`config.mk`:
```
export PLATFORM = sky130hd
export DESIGN_NAME = reduction_adder
export DESIGN_NICKNAME = d
export VERILOG_FILES = /design/src/rtl/reduction_adder.sv
export SDC_FILE = /design/constraint.sdc
export NUM_CORES = 2
export LEC_CHECK = 0
export CAP_MARGIN = 10
export CORE_AREA = 2 2 494 496
export CTS_CLUSTER_SIZE = 25
export DETAILED_ROUTE_END_ITERATION = 7
export DIE_AREA = 0 0 496 498
export GPL_TIMING_DRIVEN = 1
export PLACE_DENSITY_LB_ADDON = 0.3
export SLEW_MARGIN = 15
export SYNTH_ARGS = -nofsm -noshare
export SYNTH_HDL_FRONTEND = slang
export SYNTH_SLANG_ARGS = --single-unit
```
`constraint.sdc`:
```
create_clock -name clk -period 2.5 [get_ports clk]
set_input_delay 0.5 -clock clk [delete_from_list [all_inputs] [get_ports clk]]
set_output_delay 0.5 -clock clk [all_outputs]
set_load 0.02 [all_outputs]
```
`src/rtl/reduction_adder.sv`:
```
// Adder-tree reduction stage: sums each group of REDUCTION adjacent input words into one output word.
// Define REDUCTION_ADDER_PIPE_EN for a two-stage version (pairwise partial sums, then final sums).
module reduction_adder #(
  parameter int IN_WORD_WIDTH  = 32,
  parameter int OUT_WORD_WIDTH = 32,
  parameter int IN_BLOCKS      = 32,
  parameter int REDUCTION      = 4
) (
  input  logic                                              clk,
  input  logic                                              rst_n,
  input  logic                                              en,
  input  logic [IN_WORD_WIDTH*IN_BLOCKS-1:0]                din,
  output logic                                              dout_valid,
  output logic [OUT_WORD_WIDTH*(IN_BLOCKS/REDUCTION)-1:0]   dout
);

  localparam int N_GROUPS = IN_BLOCKS / REDUCTION;
  localparam int SUM_W    = IN_WORD_WIDTH + $clog2(REDUCTION);
  localparam int OUT_W    = OUT_WORD_WIDTH * N_GROUPS;

  if (REDUCTION < 1) begin : g_bad_reduction
    $fatal(1, "reduction_adder: REDUCTION must be >= 1");
  end else if ((IN_BLOCKS % REDUCTION) != 0 || IN_BLOCKS < 1) begin : g_bad_blocks
    $fatal(1, "reduction_adder: IN_BLOCKS must be a positive multiple of REDUCTION");
  end

  // Valid semantics: dout_valid is a one-cycle strobe per accepted en, in order.
  // There is no ready; the consumer must take every strobe.
  logic             load;
  logic [OUT_W-1:0] sums;
  logic [OUT_W-1:0] dout_q, dout_d;
  logic             valid_q, valid_d;

`ifdef REDUCTION_ADDER_PIPE_EN
  localparam int N_PAIRS = (REDUCTION + 1) / 2;
  localparam int PAIR_W  = IN_WORD_WIDTH + 1;
  localparam int PART_W  = PAIR_W * N_PAIRS * N_GROUPS;

  // Extra zero word lets the odd-REDUCTION partner index stay in range.
  logic [IN_WORD_WIDTH*(IN_BLOCKS+1)-1:0] din_ext;
  logic [PART_W-1:0]                      part_q, part_d;
  logic                                   stage1_valid_q;

  assign din_ext = {{IN_WORD_WIDTH{1'b0}}, din};

  always_comb begin
    part_d = part_q;
    if (en) begin
      for (int g = 0; g < N_GROUPS; g++) begin
        for (int p = 0; p < N_PAIRS; p++) begin
          part_d[(g*N_PAIRS+p)*PAIR_W +: PAIR_W] =
            PAIR_W'(din_ext[(g*REDUCTION+2*p)*IN_WORD_WIDTH +: IN_WORD_WIDTH]) +
            ((2*p+1 < REDUCTION) ?
              PAIR_W'(din_ext[(g*REDUCTION+2*p+1)*IN_WORD_WIDTH +: IN_WORD_WIDTH]) :
              PAIR_W'(0));
        end
      end
    end
  end

  always_ff @(posedge clk or negedge rst_n) begin
    if (!rst_n) begin
      part_q         <= '0;
      stage1_valid_q <= 1'b0;
    end else begin
      part_q         <= part_d;
      stage1_valid_q <= en;
    end
  end

  always_comb begin
    logic [SUM_W-1:0] acc;
    acc  = '0;
    sums = '0;
    for (int g = 0; g < N_GROUPS; g++) begin
      acc = '0;
      for (int p = 0; p < N_PAIRS; p++) begin
        acc = acc + SUM_W'(part_q[(g*N_PAIRS+p)*PAIR_W +: PAIR_W]);
      end
      sums[g*OUT_WORD_WIDTH +: OUT_WORD_WIDTH] = OUT_WORD_WIDTH'(acc);
    end
  end

  assign load = stage1_valid_q;
`else
  // Full-precision group sum, then truncate or zero-extend to the output word.
  always_comb begin
    logic [SUM_W-1:0] acc;
    acc  = '0;
    sums = '0;
    for (int g = 0; g < N_GROUPS; g++) begin
      acc = '0;
      for (int r = 0; r < REDUCTION; r++) begin
        acc = acc + SUM_W'(din[(g*REDUCTION+r)*IN_WORD_WIDTH +: IN_WORD_WIDTH]);
      end
      sums[g*OUT_WORD_WIDTH +: OUT_WORD_WIDTH] = OUT_WORD_WIDTH'(acc);
    end
  end

  assign load = en;
`endif

  always_comb begin
    dout_d  = load ? sums : dout_q;
    valid_d = load;
  end

  always_ff @(posedge clk or negedge rst_n) begin
    if (!rst_n) begin
      dout_q  <= '0;
      valid_q <= 1'b0;
    end else begin
      dout_q  <= dout_d;
      valid_q <= valid_d;
    end
  end

  assign dout       = dout_q;
  assign dout_valid = valid_q;

endmodule

```
==> flow_summary_export.csv <==
group,metric,value,unit
critical_path,path_max_fanout,5,
sta,hold_violations,0,
sta,tightest_slew,0.7285,ns
routing,ant_nets,0,
global_route,grt_pass1_wl,307000,um
logic_synthesis,synth_area,0.03763,mm^2
critical_path,worst-endpoint-required,3.00,ns
routing,drtIter0Drc,1514,
clock_network,clock_path_buffers,3,
sta,slew_headroom,51.43,%
finish,mostFrequentLayoutCell,"buf_4",
routing,vias_per_cell,3.903,
critical_path,reg2regPathDepth,3,
floorplanning,start_util,15.56,%
sta,fin_crit,3.473,ns
sta,min_period_over_period,138.9,%
outcome,violations,"setup timing",
floorplanning,die_y,498,um
finish,layout-drive-gt1-share,44.61,%
pwr,irDropWorstVdd,0.3831,mV
run,cap_viol_max_count,0,
critical_path,worstPathArrival,3.98,ns
sta,whs,0.3106,ns
critical_path,end_kind,"flip-flop",
finish,area_growth,87.24,%
routing,totalWireLength,219400,um
clock_network,cts_made_buffers,42,
critical_path,worstSetupPathType,"primary input to flip-flop",
logic_synthesis,ys.warnings.count,0,
global_route,grt_max_degree,57,
pwr,cellLeakagePower,33.43,nW
logic_synthesis,synthTopCellsByArea,"fa_1 (26%), dfrtp_1 (17%), inv_1 (14%), ha_1 (8.2%), mux2_2 (5.3%)",
outcome,outcome,"complete, but fails checks",
floorplanning,die_area,0.2470,mm^2
finish,stdcell_area,0.07046,mm^2
clock_network,cts.clk_slew.worst_paths,0.05,ns
pwr,finalPower,66.47,mW
logic_synthesis,synth_flop_cell,"dfrtp_1",
clock_network,cts_tree,"yes",
logic_synthesis,synth_cell_types,89,
hold_path,hold_path.class,"primary input to flip-flop",
global_route,grt_overflow,0,
logic_synthesis,synth_top_cell_by_area,"fa_1",
sta,fmax,287.9,MHz
finish,final_cell_mix,"buf_4 (907), inv_1 (862), clkdlybuf4s50_1 (662)",
global_route,grtUsageTotal,17.32,%
global_route,grt_pass1_vias,42890,
clock_network,h-tree-depth,2,
logic_synthesis,syn-instance-count,4362,
routing,post_drt_wl_per_cell,22.15,um
clock_network,clock_sinks,257,
pwr,powerDensity,943.4,mW/mm^2
routing,num_vias,38670,
logic_synthesis,synth.avg_cell_area,8.626,um^2
logic_synthesis,synth_nets,6133,
clock_network,root_buffer,"clkbuf_16",
placement,port_buffers,1283,
sta,slew_viol_final,0,
sta,fin_skew,0,ns
logic_synthesis,synth_enable_flop_cells,0,
routing,firstDrtPassIters,5,
sta,setup_ws,-0.9731,ns
finish,utilization,29.13,%
clock_network,clock_latency,0.61,ns
logic_synthesis,async_reset_ff_share,100.0,%
global_route,antenna_found_initial,66,
placement,dp_hpwl,193000,um
routing,drc,0,
floorplanning,fp.dieW,496,um
floorplanning,num_io_pins,1284,
floorplanning,row_count,181,
sta,setup_viol_count_final,212,
placement,placed_area,0.06210,mm^2
sta,rsz0062_at_grt,"yes",
logic_synthesis,synth-seq-area-share,17.09,%
critical_path,startpoint_type,"primary input",
hold_path,holdPathStages,3,
placement,place.gp.congestion,0.9362,
logic_synthesis,synth_top_area_share,26.39,%
floorplanning,core_area,0.2419,mm^2
finish,nNetsFinal,8428,
logic_synthesis,synth-seq-cells,257,
through the flow:
stage	std cells	setup TNS (ns)	setup WS (ns)
final	9907	-119.77	-0.9731
after CTS	9840	-109.87	-0.9839
after global placement	9559	-377.60	-2.249
after global routing	9897	-129.57	-0.9912
after detailed placement	9559	-377.40	-2.168
after floorplan	4362	-157.13	-1.311
worst paths after layout:
check | from | slack [ns] | to
worst max-delay path | din[65] | -0.97 | dout[27]
worst min-delay path | en | 0.31 | dout[59]
worst max register to register | dout[92] | 1.51 | dout[92]
worst min register to register | dout[70] | 0.49 | dout[70]
max in group asynchronous | rst_n | 1.26 | dout[162]
min in group asynchronous | rst_n | 0.49 | dout[118]
cell usage after synthesis (8+ instances only):
cell type and instances:
nor3_1 29, dfrtp_1 257, fa_1 496, mux2_2 176
o211ai_1 14, o2bb2ai_1 9, o21bai_1 44, a21o_1 145
nand3b_1 12, and3_1 20, nand2_1 193, a21oi_1 242
or4_1 11, a22oi_1 9, a31oi_1 23, o311ai_0 8
o2111ai_1 10, ha_1 248, o21a_1 27, o21ai_0 126
nor2b_1 18, or3_1 11, nand3_1 48, xor2_1 63
and2_1 16, inv_1 1422, xnor2_1 149, o21ai_1 17
nand4_1 48, nor2_1 163, nand2b_1 14, o31ai_1 21
a211o_1 8, clkbuf_1 80, a211oi_1 33
layer usage:
layer	track usage, %	up-vias	wire length, um
li1	-	18170	-
met1	20.16	19070	87330
met2	30.74	1172	108400
met3	5.026	227	16970
met4	4.392	32	6463
met5	0	-	194
worst max-delay path: stages:
cell and delay, ns:
buf_6 0.09, fa_2 0.61, fa_1 0.45, ha_4 0.20, fa_2 0.40, a211oi_2 0.18
buf_4 0.18, nor2_4 0.04, o31ai_4 0.29, a21boi_2 0.11, a41o_4 0.28, a31oi_4 0.20
buf_6 0.12, xnor2_2 0.05, mux2_4 0.26
registers in the layout (all words and copies together) (netlist names):
signal      cells
dout_valid      1
dout          256
cell families (layout without fill, tap and decap cells):
group,after synthesis,count (layout),synth area share (%)
AOI/OAI and AO/OA,836,836,14.88
xor gates and xnor gates,212,212,4.934
adders and majority gates,744,744,34.63
buffers and inverters,1516,3841,15.16
DFF,257,257,17.09
muxes,184,184,5.493
other,0,18,0
and+or+nand+nor,613,613,7.804
power breakdown:
group / internal (mW) / switching, mW / leakage, nW
Clock: 3.88 / 2.57 / 0.697
Sequential: 6.29 / 1.61 / 3.01
Combinational: 26.3 / 25.8 / 29.7
area by class of cell:
type	instances	area, um^2
fill	25850	171400
multi-input combinational	2589	32290
timing repair buffer	2344	20720
sequential	257	6431
inverter	1423	5534
tap	3202	4006
clock buffer	55	1160
clock inverter	19	271.5
antenna	18	45.04
repair_timing:
item | in CTS | in global routing
hold buffers | 1 | 0
endpoints found under the hold margin | 30 | 0
gates resized for setup | 2572 | 349
setup buffers | 218 | 62
setup endpoints to repair | 229 | 222
pin swaps | 947 | 427
(Power assumes the default switching activity.)
